--- src/rtl/conff_pkg.sv ---
// Shared constants for the conditional-branch flag unit: condition codes and
// the position of the C2 condition field inside the instruction register.
package conff_pkg;

   localparam logic [1:0] BR_ZR = 2'b00;
   localparam logic [1:0] BR_NZ = 2'b01;
   localparam logic [1:0] BR_PL = 2'b10;
   localparam logic [1:0] BR_MI = 2'b11;

   localparam int C2_HI = 20;
   localparam int C2_LO = 19;

endpackage

--- src/rtl/conff_dec.sv ---
// 2-to-4 one-hot decoder for the branch condition code.
// Bit order: 0 = brzr, 1 = brnz, 2 = brpl, 3 = brmi.
module conff_dec
   import conff_pkg::*;
(
   input  logic [1:0] cond,
   output logic [3:0] onehot
);

   always_comb begin
      onehot = 4'b0000;
      case (cond)
         BR_ZR:   onehot = 4'b0001;
         BR_NZ:   onehot = 4'b0010;
         BR_PL:   onehot = 4'b0100;
         BR_MI:   onehot = 4'b1000;
         default: onehot = 4'b0000;
      endcase
   end

endmodule

--- src/rtl/conff_branch_unit.sv ---
// Conditional-branch flag unit: evaluates the IR condition against the bus and
// latches the result into CON on ConIn. Optional debug port via CONFF_COND_OUT_EN.
module conff_branch_unit
   import conff_pkg::*;
#(
   parameter int WIDTH = 32
) (
   input  logic             Clock,
   input  logic             clear,
   input  logic             ConIn,
   input  logic [WIDTH-1:0] IR,
   input  logic [WIDTH-1:0] BusMuxIn,
`ifdef CONFF_COND_OUT_EN
   output logic [3:0]       cond_onehot,
`endif
   output logic             branch
);

   logic [1:0] cond;
   logic [3:0] dec;
   logic       zero;
   logic       neg;
   logic       con_d;
   logic       con_q;
   logic       unused_ir;

   assign cond = IR[C2_HI:C2_LO];

   // Only the C2 field matters; the remaining IR bits are deliberately dropped.
   assign unused_ir = ^{IR[WIDTH-1:C2_HI+1], IR[C2_LO-1:0]};

   conff_dec u_dec (
      .cond   (cond),
      .onehot (dec)
   );

`ifdef CONFF_COND_OUT_EN
   assign cond_onehot = dec;
`endif

   assign zero  = ~|BusMuxIn;
   assign neg   = BusMuxIn[WIDTH-1];

   // brpl passes on zero: zero counts as positive.
   assign con_d = (dec[0] & zero) | (dec[1] & ~zero) |
                  (dec[2] & ~neg) | (dec[3] & neg);

   always_ff @(posedge Clock or posedge clear) begin
      if (clear)
         con_q <= 1'b0;
      else if (ConIn)
         con_q <= con_d;
   end

   assign branch = con_q;

endmodule

--- config.mk ---
export PLATFORM = sky130hd
export DESIGN_NAME = conff_branch_unit
export DESIGN_NICKNAME = d
export VERILOG_FILES = /design/src/rtl/conff_pkg.sv /design/src/rtl/conff_dec.sv /design/src/rtl/conff_branch_unit.sv
export SDC_FILE = /design/constraint.sdc
export NUM_CORES = 1
export LEC_CHECK = 0
export CAP_MARGIN = 20
export CORE_MARGIN = 2
export CORE_UTILIZATION = 11
export CTS_CLUSTER_DIAMETER = 60
export DETAILED_ROUTE_END_ITERATION = 8
export HOLD_SLACK_MARGIN = 0.06
export PLACE_DENSITY = 0.78
export SYNTH_ARGS = -nofsm -noshare
export SYNTH_HDL_FRONTEND = slang
export SYNTH_HIERARCHICAL = 1
export SYNTH_SLANG_ARGS = --single-unit
--- constraint.sdc ---
create_clock -name Clock -period 1.7 [get_ports Clock]
set_input_delay 0.425 -clock Clock [delete_from_list [all_inputs] [get_ports Clock]]
set_output_delay 0.425 -clock Clock [all_outputs]
set_load 0.01 [all_outputs]
* Yosys cells after proc, flatten, opt, wreduce, memory -nomap -nowiden
Index checks and enable logic that the tools add are counted.
** Operators by class
- Muxes and demuxes :: 1
- Shift-type cells :: 0
- Equality and inequality tests :: 3
- Bitwise logic cells :: 8
- $lt $le $gt $ge :: 0
- Multipliers :: 0
- Div/mod/pow operators :: 0
- Add/subtract/negate cells :: 0
- Reduce and logical (&&, ||, !) cells :: 3
** Operators by type and width (count)
- OR reduction 32 bit :: 1
- one-hot mux 4 bit (4 select lines) :: 1
- AND 1 bit :: 4
- equality test 2 bit (second input constant) :: 2
- bitwise OR 1 bit :: 3
- equality test 2 x 1 -> 1 bit (second input constant) :: 1
- zero test 2 bit :: 1
- zero test 1 bit :: 1
- NOT 1 bit :: 1
** Storage, ports and cells
- ROM bits :: 0
- Input bits :: 67
- Latch bits :: 0
- Logic and storage cells :: 16
- Register bits :: 1
- Memories kept :: 0
- Output and inout port bits :: 1
- Bits in writable memories :: 0

* Logic depth before layout (Yosys ltp)
- Word-level depth :: 6
- Mapped depth :: 4
- Mapped depth without buffers :: 4

* By module
Netlist, hierarchy kept.
** By module, submodules not included
- conff_branch_unit :: area an instance 143.9 um2, cells each 18, times used 1, sequential area each 25.0 um2
- conff_dec :: area an instance 26.3 um2, cells each 4, times used 1, sequential area each 0.0 um2

* Worst setup path after synthesis
OpenSTA, ideal clock, no wires.
- Path kind :: input port to flip-flop
- From :: input port BusMuxIn[26]
- To :: register con_q (netlist: branch)
- Data arrival time :: 1300 ps
- Setup slack :: 274 ps
- Stages on the path :: 4
- Setup time :: 126 ps
- Cell sequence :: nor4_1 nand4_1 o21a_1 o32a_1
** On the way
- Word-level cells in the longest chain between the ends :: 6
** RTL lines
- start: declaration :: RTL line conff_branch_unit.sv:12 : input logic [WIDTH-1:0] BusMuxIn,
- OR reduction 32 bit (*) :: RTL line conff_branch_unit.sv:41 : assign zero = ~|BusMuxIn;
- zero test 1 bit :: RTL line conff_branch_unit.sv:41
- AND 1 bit :: RTL line conff_branch_unit.sv:45 : assign con_d = (dec[0] & zero) | (dec[1] & ~zero) |
- bitwise OR 1 bit (*) (2 in a row) :: RTL line conff_branch_unit.sv:45
- bitwise OR 1 bit (*) :: RTL line conff_branch_unit.sv:46 : (dec[2] & ~neg) | (dec[3] & neg);
- end signal: assignment :: RTL line conff_branch_unit.sv:52 : con_q <= con_d;
- end: declaration :: RTL line conff_branch_unit.sv:24 : logic con_q;
Mark *: on every way between the ends. The rest lies on a longest branch, timed or not.
A chain may end at the register's enable or synchronous reset.

* Final worst setup path
- From :: input port BusMuxIn[8]
- To :: register con_q (netlist: branch)
Same word-level chain as after synthesis.

==> metrics.md <==
| Metric | Value |
|---|---|
| Total gr overflow | 0 |
| PortBufs | 37 |
| Commonest cells after routing, fill and taps aside | 12 x clkbuf_2, 9 x buf_2, 7 x clkdlybuf4s15_1 |
| PwrDens | 227.6 nW/um2 |
| Final setup vio count | 0 |
| Max Cap Violations | 0 |
| Placer Congestion | 0.6070 |
| Vias per std cell | 4.377 |
| Mapped Cells | 22 |
| Die Footprint | 1877 um2 |
| DRT Wirelength | around 850 um |
| Post-route insts no fill | 77 |
| Post-synthesis sequential area ratio | 14.71% |
| # DRC | 0 |
| Synthesized area per cell | 7.735 um2 |
| Wirelength per Cell | 10.99 um |
| Antenna diode count | 0 |
| Core box area | 1471 um2 |
| Total Power | 0.1136 mW |
| Dpl cell area | 568.0 um2 |
| Starting DRT DRC Count | 0 |
| Fmax achieved | 618.8 MHz |
| Initial antenna violation count | 0 |
| Setup crit end kind | flop |
| Vias in the first global route | 345 |
| All-Layer GR Usage | a little under a tenth |
| Slew margin rel. | 84.73% |
| CTS Hold Bufs | 0 |
| Int Pwr | 0.08400 mW |
| Critical Path Start Type | input port |
| Final Util | roughly 34% |
| Kind of critical path | input port to flop |
| Starting Density | 11.56% |
| Layout Nets | 130 |
| Most common cell after layout, fill and taps aside | clkbuf_2 |
| Clock transition at path regs | 0 ps |
| CP required | 1570 ps |
| Min-Delay Path Class | flop to flop |
| Worst slew pin tran | 226.9 ps |
| Combinational Power Share | around 75% |
| CP arrival | 1490 ps |
| Row cnt | 14 |
| First-pass GRT wire length | 1380 um |
| Post-route ant nets | 0 |
| Clock latency on the worst-skew pair | 0 ps |
| DR vias | 337 |
| First drt pass iteration count | 1 |
| Leakage | 0.2232 nW |
| Largest net degree at the start of global routing | 5 |
| Number of flip-flops in the largest register | 1 |
| Switching power | 0.02962 mW |
| Max VDD drop | roughly 180 uV |
| RSZ-0062 raised after global routing | false |
| Placed Instances | 76 |
| Die width | approximately 43 um |
| IO Count | 68 |
| Final Hold Viols | 0 |
| Die Span Y | 43.33 um |
| Fin. max-slew vios | 0 |
| Synth warn | 6 |
| Final critical-path share of the clock period | 95.07% |
| Outcome | completed |
| Mapped Area | 170.2 um2 |
| Worst Clk Skew | 0 ps |
| Sw frac | between 20% and 30% |
| CP max FO | 2 |
| Reg power frac | about a quarter |
| Area grow syn2layout | 193.4% |
| Detailed Place HPWL | 794.1 um |
| Net Count, Synth | 89 |
| Yosys reg bits | 1 |
| Clock power share | 0% |
| Post-route cell area | 499.2 um2 |
| Period minus WS final | 1616 ps |
| Yosys cell types | 14 |
| Layout cell share with drive strength beyond 1 | a little over half |
per-layer routing:
metal	vias to the layer above	GRT usage [%]	routed length, um
li1	169	-	-
met5	-	0	0
met2	22	18.51	441
met4	0	1.212	0
met1	146	8.906	284
met3	0	3.333	120
Yosys cell counts:
library cell | number | area share (%)
and2_2 | 1 | 4.4
and2b_2 | 1 | 5.1
dfrtp_1 | 1 | 15
inv_1 | 2 | 4.4
mux2i_1 | 1 | 5.9
nand2_1 | 1 | 2.2
nand4_1 | 2 | 7.4
nor2_1 | 1 | 2.2
nor2b_1 | 1 | 3.7
nor3_1 | 1 | 2.9
nor4_1 | 6 | 22
nor4_2 | 2 | 15
o21a_1 | 1 | 4.4
o32a_1 | 1 | 5.9
worst max-delay path, cell delays in order:
cell	delay (ps)
dlygate4sd2_1	240
nor4_1	160
nand4_1	150
o21a_1	200
o32a_1	320
repair_timing:
| item | 4_1_cts | 5_1_grt |
|---|---|---|
| cloned | 0 | 0 |
| resized for setup | 71 | 23 |
| endpoints found under the setup margin | 1 | 1 |
| setup buffers | 1 | 0 |
| pin swaps | 12 | 12 |
cell families after synthesis:
kind of cell	after synthesis	share of synthesized area [%]
buffers and inverters	2	4.413
AND/OR/NAND/NOR	16	64.70
AO/OA/AOI/OAI	2	10.30
flip-flops	1	14.70
multiplexers	1	5.883
power groups by stage:
stage	Sequential [mW]	Combinational, mW	Clock, mW
floorplan	0.0297	0.0145	0
global placement	0.0284	0.109	0
detailed placement	0.0284	0.112	0
CTS	0.0285	0.0861	0
global route	0.0291	0.0931	0
finish	0.0284	0.0852	0
per-stage QoR:
step / setup WS (ps) / TNS [ps] / hold slack (ps)
after floorplan: 273.8 / 0 / 153.7
after detailed placement: -288.5 / -288.5 / 505.0
after global routing: 7.005 / 0 / 538.0
after CTS: 0.1739 / 0 / 510.0
after global placement: -244.6 / -244.6 / 498.8
final: 83.84 / 0 / 497.1
final timing paths:
check                            startpoint     end  slack, ps  cells past startpoint
worst min register to register       branch  branch        500                      1
max in group asynchronous             clear  branch       1050                      2
worst max register to register       branch  branch       1060                      1
worst min-delay path                 branch  branch        500                      1
worst max-delay path            BusMuxIn[8]  branch         80                      5
min in group asynchronous             clear  branch        560                      2
cell type report:
class / count / area (um2)
Fill cell: 167 / 972.2
Timing Repair Buffer: 39 / 275.3
Multi-Input combinational cell: 19 / 171.4
Sequential cell: 1 / 25.02
Tap cell: 16 / 20.02
Inverter: 2 / 7.507
Power figures use the tool's default switching activity.
==> RTL change (config.mk and constraints unchanged) <==
The parameter `WIDTH` goes from 32 to 40.
--- a/src/rtl/conff_branch_unit.sv
+++ b/src/rtl/conff_branch_unit.sv
@@ -3,7 +3,7 @@
 module conff_branch_unit
    import conff_pkg::*;
 #(
-   parameter int WIDTH = 32
+   parameter int WIDTH = 40
 ) (
    input  logic             Clock,
    input  logic             clear,
Ports: changed (resized BusMuxIn and IR); port bits go from 68 to 84. No check against the original RTL was run, so the function may have changed too.
==> RTL change against the unedited design <==
- the run now ends with setup timing left
- power increased by 29%
- final area increased by 38%
- area after synthesis increased by 18%
- wire length increased by 33%
- register-to-register slack about the same
- clock skew unchanged
- setup slack got worse by 0.099 ns
- core utilization increased by 6.1 points
- sequential cell count unchanged
- via count increased by 20%
- combinational power increased by 38%
- first-iteration DRC count unchanged
==> RTL change: results <==
metrics = {
    "power": {
        "switching_share_pct": 28.59,
        "powerDensity_mw_per_mm2": 212.2,
        "vdd_drop_max_uv": 137.2,
        "power_frac_seq_pct": 19.3,
        "p_leak_uw": 0.0002857,
    },
    "layout": {
        "fill_cells": 188,
    },
    "placed_design": {
        "preCtsSetupSlack_ns": -0.3935,
        "dp_hpwl_um": 955.3,
        "dpl-instance-area_um2": 698.2,
        "gp_congestion": 0.6253,
        "dp.cells": 97,
        "io_buffers": 45,
    },
    "global_routing": {
        "grtUsageMet1_pct": 9.217,
        "grt.total_usage_pct": 9.070,
        "grt_first_pass_wirelength_mm": 1.483,
        "grt_use_met3_pct": 0.7692,
        "grt_use_met2_pct": 20.27,
    },
    "timing": {
        "final-setup-viol-count": 1,
        "setup_ws_ns": -0.01562,
        "tns_ns": -0.01562,
    },
    "routing": {
        "drt-total-wl_mm": 1.122,
        "wl_per_cell_um": 11.33,
    },
    "status": {
        "violations": "setup timing",
        "status": "complete, but fails checks",
    },
    "critical_path": {
        "arrival_ns": 1.59,
    },
    "synth": {
        "synth_nets": 108,
        "synth_compound_area_share_pct": 9.317,
    },
}
==> RTL change: cell types whose count changed in the layout (fill, tap and decap cells not counted), sizes merged <==
cell	delta
nor4	+3
clkdlybuf4s15	+1
nand2	+1
dlygate4sd2	+3
nor3	-1
clkbuf	-10
buf	+16
o21a	-1
o31a	+1
==> RTL change: cell families after synthesis <==
kind of cell           Yosys count
AND/OR/NAND/NOR                 19
AO/OA/AOI/OAI                    2
multiplexers                     1
flip-flops                       1
buffers and inverters            2
==> RTL change: layout make-up <==
class	instances	share of cell area, %
Inverter	2	1.087
Multi-Input combinational cell	22	34.96
Sequential cell	1	3.623
Timing Repair Buffer	49	55.80
Tap cell	25	4.529
==> RTL change: per-layer routing <==
layer	part of all wire (%)	wire length (um)
met3	13	149
met2	56	626
met4	0	0
met5	0	0
met1	31	346
==> RTL change: worst paths after layout <==
| kind | to | start | slack, ns | cells past startpoint |
|---|---|---|---|---|
| max | branch$_DFFE_PP0P_ | BusMuxIn[31] | -0.02 | 5 |
| max in group asynchronous | branch$_DFFE_PP0P_ | clear | 1.04 | 2 |
| min | branch$_DFFE_PP0P_ | branch$_DFFE_PP0P_ | 0.49 | 1 |
| min in group asynchronous | branch$_DFFE_PP0P_ | clear | 0.57 | 2 |
| min reg2reg | branch$_DFFE_PP0P_ | branch$_DFFE_PP0P_ | 0.49 | 1 |
| max reg2reg | branch$_DFFE_PP0P_ | branch$_DFFE_PP0P_ | 1.06 | 1 |
==> RTL change: timing repair <==
action / CTS / global route
gates resized for setup: 125 / 4
pin swaps: 15 / 1
buffers inserted: 2 / 0
endpoints found under the setup margin: 1 / 1
==> RTL change: critical path, cell delays in order <==
cell and delay (ns):
buf_6 0.10, nor4_4 0.26, nand4_1 0.16, o31a_1 0.32, o32a_1 0.33
